<file path="config.mk">
export PLATFORM = sky130hd
export DESIGN_NAME = planificador_serial
export DESIGN_NICKNAME = d
export VERILOG_FILES = /design/src/rtl/planificador_serial.sv
export SDC_FILE = /design/constraint.sdc
export NUM_CORES = 1
export LEC_CHECK = 0
export CELL_PAD_IN_SITES_DETAIL_PLACEMENT = 2
export CELL_PAD_IN_SITES_GLOBAL_PLACEMENT = 2
export CORE_ASPECT_RATIO = 1.75
export CORE_MARGIN = 5
export CORE_UTILIZATION = 26
export DETAILED_ROUTE_END_ITERATION = 10
export HOLD_SLACK_MARGIN = 0.15
export PLACE_DENSITY = 0.75
export SLEW_MARGIN = 0
export SYNTH_ARGS = -nofsm -noshare
export SYNTH_HDL_FRONTEND = slang
export SYNTH_SLANG_ARGS = --single-unit
</file>
<file path="constraint.sdc">
create_clock -name clk_4f -period 3.5 [get_ports clk_4f]
set_clock_uncertainty 0.15 [all_clocks]
set_input_delay 0.7 -clock clk_4f [delete_from_list [all_inputs] [get_ports clk_4f]]
set_output_delay 0.7 -clock clk_4f [all_outputs]
set_load 0.02 [all_outputs]
</file>
<file path="src/rtl/planificador_serial.sv">
// Round-robin scheduler: shares one serializer among NUM_CH show-ahead lane FIFOs, bursts of up to MAX_BURST words.
// Latency: pop is combinational; the popped word appears on data_out/valid_out one clk_4f cycle later.
// Backpressure: none from the serializer; idle cycles drive valid_out low (serializer sends COM), every burst ends in a gap.
module planificador_serial #(
  parameter int NUM_CH    = 4,
  parameter int WIDTH     = 8,
  parameter int INIT_COMS = 4,
  parameter int MAX_BURST = 4,
  localparam int CW = $clog2(NUM_CH),
  localparam int BW = $clog2(MAX_BURST + 1),
  localparam int IW = $clog2(INIT_COMS + 1)
) (
  input  logic                      clk_4f,
  input  logic                      reset,
  input  logic                      enable,
  input  logic [NUM_CH-1:0]         req_valid,
  input  logic [NUM_CH*WIDTH-1:0]   req_data,
  output logic [NUM_CH-1:0]         pop,
  output logic [WIDTH-1:0]          data_out,
  output logic                      valid_out,
  output logic [CW-1:0]             ch_out,
  output logic                      busy
);

  localparam logic [1:0] S_INIT  = 2'd0;
  localparam logic [1:0] S_IDLE  = 2'd1;
  localparam logic [1:0] S_BURST = 2'd2;

  localparam logic [BW-1:0] BURST_MAX = BW'(MAX_BURST);
  localparam logic [IW-1:0] INIT_LAST = IW'(INIT_COMS - 1);

  logic [1:0]       r_state;
  logic [IW-1:0]    r_init_cnt;
  logic [BW-1:0]    r_burst_cnt;
  logic [CW-1:0]    r_last_ch;
  logic [CW-1:0]    r_cur_ch;
  logic [WIDTH-1:0] r_data;
  logic             r_valid;
  logic [CW-1:0]    r_ch;
  logic             r_busy;

  logic [WIDTH-1:0] w_lane [NUM_CH];
  logic [CW-1:0]    w_cand;
  logic [CW-1:0]    w_win;
  logic             w_found;
  logic             w_burst_more;
  logic             w_grant;
  logic [CW-1:0]    w_sel;

  genvar gi;
  for (gi = 0; gi < NUM_CH; gi++) begin : g_lane
    assign w_lane[gi] = req_data[gi*WIDTH +: WIDTH];
  end

  // Round-robin search: first requesting lane after the last served one, wrapping.
  always_comb begin
    w_found = 1'b0;
    w_win   = '0;
    w_cand  = '0;
    for (int k = 1; k <= NUM_CH; k++) begin
      w_cand = CW'((int'(r_last_ch) + k) % NUM_CH);
      if (!w_found && req_valid[w_cand]) begin
        w_found = 1'b1;
        w_win   = w_cand;
      end
    end
  end

  // A burst continues only while its lane still has data and the burst budget is not spent.
  assign w_burst_more = req_valid[r_cur_ch] && (r_burst_cnt < BURST_MAX);
  // Gating with reset drops pop the instant reset asserts, even mid-burst.
  assign w_grant = reset && (((r_state == S_IDLE) && enable && w_found) ||
                             ((r_state == S_BURST) && w_burst_more));
  assign w_sel   = (r_state == S_BURST) ? r_cur_ch : w_win;
  assign pop     = w_grant ? (NUM_CH'(1) << w_sel) : '0;

  // Scheduler state machine and registered serializer-side outputs.
  always_ff @(posedge clk_4f or negedge reset) begin
    if (!reset) begin
      r_state     <= S_INIT;
      r_init_cnt  <= '0;
      r_burst_cnt <= '0;
      r_last_ch   <= CW'(NUM_CH - 1);
      r_cur_ch    <= '0;
      r_data      <= '0;
      r_valid     <= 1'b0;
      r_ch        <= '0;
      r_busy      <= 1'b0;
    end else begin
      case (r_state)
        S_INIT: begin
          r_valid    <= 1'b0;
          r_init_cnt <= r_init_cnt + 1'b1;
          if (r_init_cnt == INIT_LAST) r_state <= S_IDLE;
        end
        S_IDLE: begin
          if (w_grant) begin
            r_data      <= w_lane[w_sel];
            r_valid     <= 1'b1;
            r_ch        <= w_sel;
            r_cur_ch    <= w_sel;
            r_burst_cnt <= BW'(1);
            if (MAX_BURST == 1) begin
              r_last_ch <= w_sel;
            end else begin
              r_state <= S_BURST;
              r_busy  <= 1'b1;
            end
          end else begin
            r_valid <= 1'b0;
          end
        end
        S_BURST: begin
          if (w_grant) begin
            r_data      <= w_lane[w_sel];
            r_valid     <= 1'b1;
            r_ch        <= r_cur_ch;
            r_burst_cnt <= r_burst_cnt + 1'b1;
          end else begin
            // One idle cycle separates bursts so the serializer inserts a COM.
            r_valid   <= 1'b0;
            r_last_ch <= r_cur_ch;
            r_busy    <= 1'b0;
            r_state   <= S_IDLE;
          end
        end
        default: r_state <= S_INIT;
      endcase
    end
  end

  assign data_out  = r_data;
  assign valid_out = r_valid;
  assign ch_out    = r_ch;
  assign busy      = r_busy;

endmodule
</file>
; ---- Word-level counts from Yosys, hierarchy flattened
; Cells that the tools add are included.
[word_totals]
reg_bits = 24
out_inout_bits = 16
[classes]
add_sub_neg = 6
n_lt_le_gt_ge = 7
n_eq_ne = 7
n_shift = 1
mux = 38
bitwise_logic = 2
n_reduce_logical = 22
[op_table]
columns = op, n
row1 = two-way mux 2 bit, 10
row2 = binary-select mux 8 bit (select 2 bit), 1
row3 = two-way mux 8 bit, 2
row4 = < comparator 2 x 3 -> 1 bit (second input constant), 5
row5 = two-way mux 1 bit, 12
row6 = binary-select mux 1 bit (select 2 bit), 5
row7 = AND reduction 3 bit, 3
row8 = logical AND 1 bit, 8
row9 = != test 2 bit (second input constant), 4
row10 = adder 3 x 1 -> 3 bit (second input constant), 2
row11 = two-way mux 3 bit, 2
row12 = one-hot mux 2 bit (3 select lines), 1
row13 = one-hot mux 3 bit (2 select lines), 1
row14 = AND reduction 2 bit, 3
row15 = adder 2 x 1 -> 2 bit (second input constant), 2
row16 = adder 2 bit (second input constant), 2
row17 = two-way mux 4 bit, 1
row18 = one-hot mux 1 bit (2 select lines), 2
row19 = one-hot mux 2 bit (2 select lines), 1
row20 = nonzero test 2 bit, 2
row21 = left shift 1 x 2 -> 4 bit (first input constant), 1
row22 = == test 3 x 2 -> 1 bit (second input constant), 1
row23 = >= comparator 3 bit (second input constant), 1
row24 = zero test 1 bit, 3
row25 = other kinds (8), 8

; ---- Depth between registers and ports, before layout
; Gate-level depths: netlist of run 1.
[logic_depth]
ltp_word = 18
ltp_mapped = 9
mapped_depth_nobuf = 8

; ---- Least setup slack after synthesis of run 1
; No wires, ideal clock.
[synth_path]
path_kind = input-to-output
startpoint = input port req_valid[1]
endpoint = output port pop[2]
t_arrival_ns = 2.144
required_ns = 2.650
path_slack_ns = 0.506
cell_stages = 6
path_cell_list = nor4b_1 nor2_1 a311oi_4 buf_6 nand2_1 nor2_1
[synth_via]
elab_chain_cells = 16
elab_cells_between_ends = 32
classes_between = shift (1) / mux (20) / reduce/logical (11)
[synth_rtl]
columns = item, line
row1 = start: declaration, 16  ; input logic [NUM_CH-1:0] req_valid,
row2 = binary-select mux 1 bit (select 2 bit), 62  ; if (!w_found && req_valid[w_cand]) begin
row3 = two-way mux 1 bit (implied by the code), 62
row4 = two-way mux 1 bit, 62
row5 = zero test 1 bit, 62
row6 = logical AND 1 bit, 62
row7 = two-way mux 1 bit, 62
row8 = zero test 1 bit, 62
row9 = logical AND 1 bit, 62
row10 = two-way mux 1 bit, 62
row11 = zero test 1 bit, 62
row12 = logical AND 1 bit, 62
row13 = two-way mux 1 bit, 62
row14 = logical AND 1 bit, 72  ; assign w_grant = reset && (((r_state == S_IDLE) && enable && w_found) ||
row15 = logical OR 1 bit, 72
row16 = logical AND 1 bit, 72
row17 = two-way mux 4 bit (*), 75  ; assign pop = w_grant ? (NUM_CH'(1) << w_sel) : '0;
row18 = end: declaration, 18  ; output logic [NUM_CH-1:0] pop,
; Every way passes the cells marked *; elsewhere a longest branch is shown, timed or not. The select of a mux whose other input is x is not followed.

; ---- Final worst setup path of run 1
[layout_path]
startpoint = input port req_valid[0]
endpoint = output port pop[1]
; Same word-level chain as after synthesis.

==> impl_metrics.ini, run 1 <==
[cells_and_area]
antennaDiodeCount = 0
mostFrequentLayoutCell = clkdlybuf4s50_1
mostFrequentLayoutCells = clkdlybuf4s50_1 (48), buf_4 (28), dfrtp_1 (22), nand2_1 (17), mux2i_1 (16)
utilization_pct = 42.04
drive_above_1_share_pct = 23.40
area_delta_synth_final_pct = 59.74
n_fill_cell = 647
final_nets = 283
finalInstanceArea_mm2 = 0.002452

[critical_path]
critical-path-top-delay-family = buffers and inverters
worstPathCellList = clkdlybuf4s50_1, and4bb_2, o21a_1, a311oi_4, buf_6, nor2_1, dlygate4sd2_1
critPathMaxStageDelay_ns = 0.51
cp_max_fo = 4
crit_type = in -> out
end_kind = output port
crit_slowest_cell = clkdlybuf4s50_1
crit_arrival_ns = 2.54
required_ns = 2.65
critPathBufInv = 3
start_kind = input pin

[cts]
hold_buffers = 0
cts-root-buf = clkbuf_8
max-clock-path-buffers = 2
cts_buffers = 3
htreeDepth = 1
clkSinkCount = 24
clock_latency_ns = 0.27
clk_pin_slew_worst_paths_ns = 0.09
tritoncts = yes

[floorplanning]
dieHeight_um = 111.7
fp-row-count = 37
die-area_mm2 = 0.007602
core_area_mm2 = 0.005833
io_pins = 55
start_util_pct = 26.32
die_x_um = 68.09

[drt]
vias = 1542
drt_iter0_drc = 21
drcViolationCount = 0
ant_nets = 0
routedWlPerCell_um = 18.09
via_per_inst = 4.927
first_pass_iters = 4
wl_mm = 5.661

[sta]
tightest_slew_ns = 0.4606
fin_setup_tns_ns = 0
max_clock_freq_mhz = 295.2
finalWorstSetupSlack_ns = 0.1121
setup_violations = 0
period_share_pct = 96.80
slew_viol_final = 0
finalCriticalPeriod_ns = 3.388
slew_headroom_pct = 69.23
rsz0062_at_grt = no
hold_viol_final = 0

[run_status]
outcome = complete, no violations

[place]
dp_hpwl_mm = 4.508
pre_cts_ws_ns = -0.3906
gp_congestion = 0.7815
io_buffer_count = 54
place_area_mm2 = 0.002323

[synth]
synth_cells = 153
synth_top_area_share_pct = 35.86
synth_area_mm2 = 0.001535
syn_avg_cell_area_um2 = 10.03
synthesis.nets = 200
yosysSeqAreaShare_pct = 39.28
synth_top_area_cell = dfrtp_1
synth-seq-cells = 24
synth.distinct_cells = 40
ys_warn_count = 0
synth_area_leaders = dfrtp_1 (36%), mux2i_1 (10%), ha_1 (6.5%)

[hold_path]
min_path_type = reg -> reg

[grt]
antenna_found_initial = 0
gr-total-overflow = 0
grt_pass1_vias = 1894
gr-usage-all-layers_pct = 16.00
grt_max_degree = 24
grt_pass1_wl_mm = 9.294

[power_and_ir_drop]
p_leak_nw = 1.098
vdd_drop_max_v = 0.0003115
power_density_mw_per_mm2 = 797.9

[job]
drv_cap = 0
[cell usage after synthesis]
master and n:
dfrtp_1 22, nand2_1 17, mux2i_1 16, nor2_1 11, inv_1 9, ha_1 8, mux2_2 5, nor2b_1 5
o21ai_0 5, a221oi_1 4, and2_1 4, o221ai_1 4, a211oi_1 3, a21oi_1 3, a31oi_1 3, buf_2 3
nand3_1 3, nor3_1 3, dfstp_2 2, mux2_1 2, nand2b_1 2, a221o_1 1, a22o_1 1, a311o_1 1
a311oi_2 1, a311oi_4 1, a41oi_1 1, and2_4 1, and3_1 1, and4_1 1, and4_4 1, and4bb_2 1
buf_6 1, clkbuf_1 1, nor4_1 1, nor4b_1 1, o21a_1 1, o22ai_1 1, o32a_1 1, xor2_1 1
[metrics by stage]
| stage | std cells | hold slack (ns) | power, mW |
|---|---|---|---|
| 4_1_cts | 312 | 0.3352 | 1.953 |
| 3_3_place_gp | 304 | 0.3063 | 1.592 |
| 5_1_grt | 313 | 0.3562 | 2.105 |
| 6_report | 313 | 0.3313 | 1.957 |
| 3_5_place_dp | 304 | 0.3192 | 1.639 |
| 2_1_floorplan | 153 | 0.2544 | 1.162 |
[state kept, by name (all words and copies together), names as in the netlist]
| register | count |
|---|---|
| r_cur_ch | 2 |
| r_state | 2 |
| r_init_cnt | 3 |
| r_burst_cnt | 3 |
| data_out | 8 |
| r_last_ch | 2 |
| valid_out | 1 |
| busy | 1 |
| ch_out | 2 |
[final cells by class]
| type | instances | area, um^2 | share of cell area [%] |
|---|---|---|---|
| Multi-Input combinational cell | 115 | 899.6 | 36.68 |
| Timing Repair Buffer | 83 | 747.0 | 30.46 |
| Sequential cell | 24 | 603.1 | 24.59 |
| Tap cell | 78 | 97.59 | 3.980 |
| Clock buffer | 3 | 41.29 | 1.684 |
| Inverter | 9 | 33.78 | 1.378 |
| Clock inverter | 1 | 30.03 | 1.224 |
[power by group]
part           total, mW  internal [mW]  leakage (nW)  switching (mW)
clock              0.244          0.153        0.0357          0.0911
combinational       1.19          0.596         0.778           0.591
sequential         0.526          0.413         0.284           0.112
[metal layers]
| metal | GRT usage (%) | share of wire [%] | vias up |
|---|---|---|---|
| li1 | - | - | 722 |
| met1 | 15.95 | 35 | 780 |
| met2 | 31.83 | 61 | 35 |
| met3 | 1.413 | 2.7 | 5 |
| met4 | 5.578 | 1.5 | 0 |
| met5 | 0 | 0 | - |
[repair_timing]
item                                    in CTS  in global routing
setup buffers                                4                  1
pin swaps                                    2                  1
gates resized for setup                     17                  6
endpoints found under the setup margin       4                  4
[kinds of logic (layout without fill, tap and decap cells)]
group | count (synthesis) | in the layout | share of synthesized area [%]
compound gates | 31 | 31 | 16.54
flops | 24 | 24 | 39.28
fa+ha+maj | 8 | 8 | 6.520
xor+xnor | 1 | 1 | 0.5706
mux | 23 | 23 | 15.57
simple gates | 52 | 52 | 17.36
buf+inv | 14 | 96 | 4.156
[worst paths after layout]
check / from / to / slack [ns] / cells past startpoint
worst min-delay path: r_init_cnt[0] / r_init_cnt[0] / 0.33 / 1
worst max-delay path: req_valid[0] / pop[1] / 0.11 / 7
max in group asynchronous: reset / r_last_ch[0] / 2.16 / 2
worst max register to register: r_state[0] / r_state[1] / 0.58 / 10
worst min register to register: r_init_cnt[0] / r_init_cnt[0] / 0.33 / 1
min in group asynchronous: reset / r_burst_cnt[2] / 0.61 / 2
Power figures use the tool's default switching activity.
==> run 2: changes to the inputs <==
Settings changed: CORE_UTILIZATION 26 to 24, PLACE_DENSITY 0.75 to 0.73.
Clock period 3.5 ns to 2.8 ns, I/O delays scaled along.
==> run 2 against run 1 <==
Routed wire length is 7.1% higher. Design area is 8.3% higher. Global-route usage shrank 0.84 points. Critical path depth unchanged. Setup slack got worse by 0.11 ns. Critical path type is now reg -> out. Largest cell class unchanged. Largest power group unchanged.
==> impl_metrics.ini, run 2 (synthesized netlist as in run 1, its figures left out) <==
[drt]
vias = 1605
via_per_inst = 4.820
routedWlPerCell_um = 18.21
ant_nets = 0
first_pass_iters = 4
drt_iter0_drc = 10
drcViolationCount = 0
wl_mm = 6.064

[power_and_ir_drop]
switching_power_mw = 1.056
seqPwrFrac_pct = 24.3
p_int_mw = 1.537
clock_power_share_pct = 9.5
power_density_mw_per_mm2 = 976.1
p_leak_nw = 1.199
p_total_mw = 2.593
p_sw_share_pct = 40.73
vdd_drop_max_v = 0.0003975
combinationalPowerShare_pct = 66.1

[place]
place_area_mm2 = 0.002446
gp_congestion = 0.7739
io_buffer_count = 54
dp_hpwl_mm = 4.666

[floorplanning]
die_x_um = 70.46
start_util_pct = 24.65
io_pins = 55
fp-row-count = 38
die-area_mm2 = 0.008160
dieHeight_um = 115.8
core_area_mm2 = 0.006228

[cts]
clk_pin_slew_worst_paths_ns = 0.09
clkSinkCount = 24
tritoncts = yes
hold_buffers = 0
cts_buffers = 3
max-clock-path-buffers = 2
clock_latency_ns = 0.27
htreeDepth = 1
cts-root-buf = clkbuf_8

[critical_path]
crit_type = reg -> out
crit_arrival_ns = 2.09
start_kind = register
required_ns = 2.09
end_kind = output port
cp_max_fo = 6

[cells_and_area]
mostFrequentLayoutCells = buf_4 (48), clkdlybuf4s50_1 (45), dfrtp_1 (22), nand2_1 (17), mux2i_1 (16)
final_nets = 301
antennaDiodeCount = 0
finalInstanceArea_mm2 = 0.002656
mostFrequentLayoutCell = buf_4
drive_above_1_share_pct = 33.20
area_delta_synth_final_pct = 73.02
largest_reg_flops = 8

[hold_path]
min_path_type = in -> async

[sta]
rsz0062_at_grt = yes
period_share_pct = 99.90
finalCriticalPeriod_ns = 2.797
max_clock_freq_mhz = 357.5
hold_viol_final = 0
tightest_slew_ns = 0.4026
setup_violations = 0
slew_headroom_pct = 73.16
slew_viol_final = 0

[grt]
gr-usage-all-layers_pct = 15.16
gr-total-overflow = 0
antenna_found_initial = 0
grt_pass1_vias = 1889
grt_max_degree = 21
grt_pass1_wl_mm = 9.660

[run_status]
outcome = complete, no violations

[job]
drv_cap = 0
==> run 2: cell types whose count changed in the layout (fill, tap and decap cells not counted), moves of 2 or more <==
| cell | previous run | this run |
|---|---|---|
| buf_4 | 28 | 48 |
| clkdlybuf4s50_1 | 48 | 45 |
| nor2_2 | 2 | 0 |
| nor2b_1 | 5 | 3 |
| nor2b_2 | 0 | 2 |
==> run 2: per-layer routing <==
layer  track usage [%]  share of wire, %  vias to the layer above  wire length [um]
li1                  -                 -                      759                 -
met1             15.76                35                      798              2129
met2             29.66                59                       38              3554
met3             1.910               2.9                       10               175
met4             6.777               3.4                        0               204
met5                 0                 0                        -                 0
==> run 2: worst max-delay path: stages (launching register included) <==
cell,delay [ns]
dfrtp_1,0.44
ha_4,0.21
nor2b_2,0.16
buf_4,0.14
a311o_1,0.38
buf_4,0.16
and3_1,0.17
buf_2,0.15
==> run 2: final timing paths <==
| check | slack (ns) | cells past startpoint | end | start |
|---|---|---|---|---|
| max | 0.003 | 7 | pop[3] | r_state[1] |
| max reg2reg | 0.14 | 9 | r_state[1] | r_state[1] |
| max in group asynchronous | 1.93 | 2 | ch_out[1] | reset |
| min | 0.26 | 2 | r_cur_ch[0] | reset |
| min reg2reg | 0.34 | 1 | r_init_cnt[0] | r_init_cnt[0] |
| min in group clk_4f | 0.34 | 1 | r_init_cnt[0] | r_init_cnt[0] |
==> run 2: area by class of cell <==
type / instances / area, um^2
Clock buffer: 4 / 55.05
Inverter: 9 / 33.78
Timing Repair Buffer: 101 / 889.6
Fill cell: 687 / 3572
Tap cell: 80 / 100.1
Multi-Input combinational cell: 115 / 974.7
Sequential cell: 24 / 603.1
==> run 2: power groups by stage <==
stage	logic, mW	registers (mW)	clock network (mW)
2_1_floorplan	0.737	0.715	0
3_3_place_gp	1.51	0.625	0
3_5_place_dp	1.57	0.633	0
4_1_cts	1.68	0.628	0.254
5_1_grt	1.88	0.653	0.269
6_report	1.72	0.631	0.247
==> run 2: metrics by stage <==
stage	TNS, ns	hold slack, ns	utilization [%]	instances	setup WS, ns
3_3_place_gp	-5.394	0.3153	39.27	322	-0.6827
2_1_floorplan	0	0.1144	-	153	0.01350
6_report	0	0.2567	42.65	333	0.002841
5_1_grt	-0.2883	0.2719	42.65	333	-0.07931
3_5_place_dp	-6.414	0.3204	39.27	322	-0.7626
4_1_cts	0	0.2466	41.60	331	0.004677
==> run 2: what timing repair did <==
item / CTS / global route
pin swaps: 5 / 4
hold endpoints to repair: 0 / 0
resized for setup: 40 / 12
cloned: 0 / 0
buffers inserted: 5 / 2
setup endpoints to repair: 10 / 5
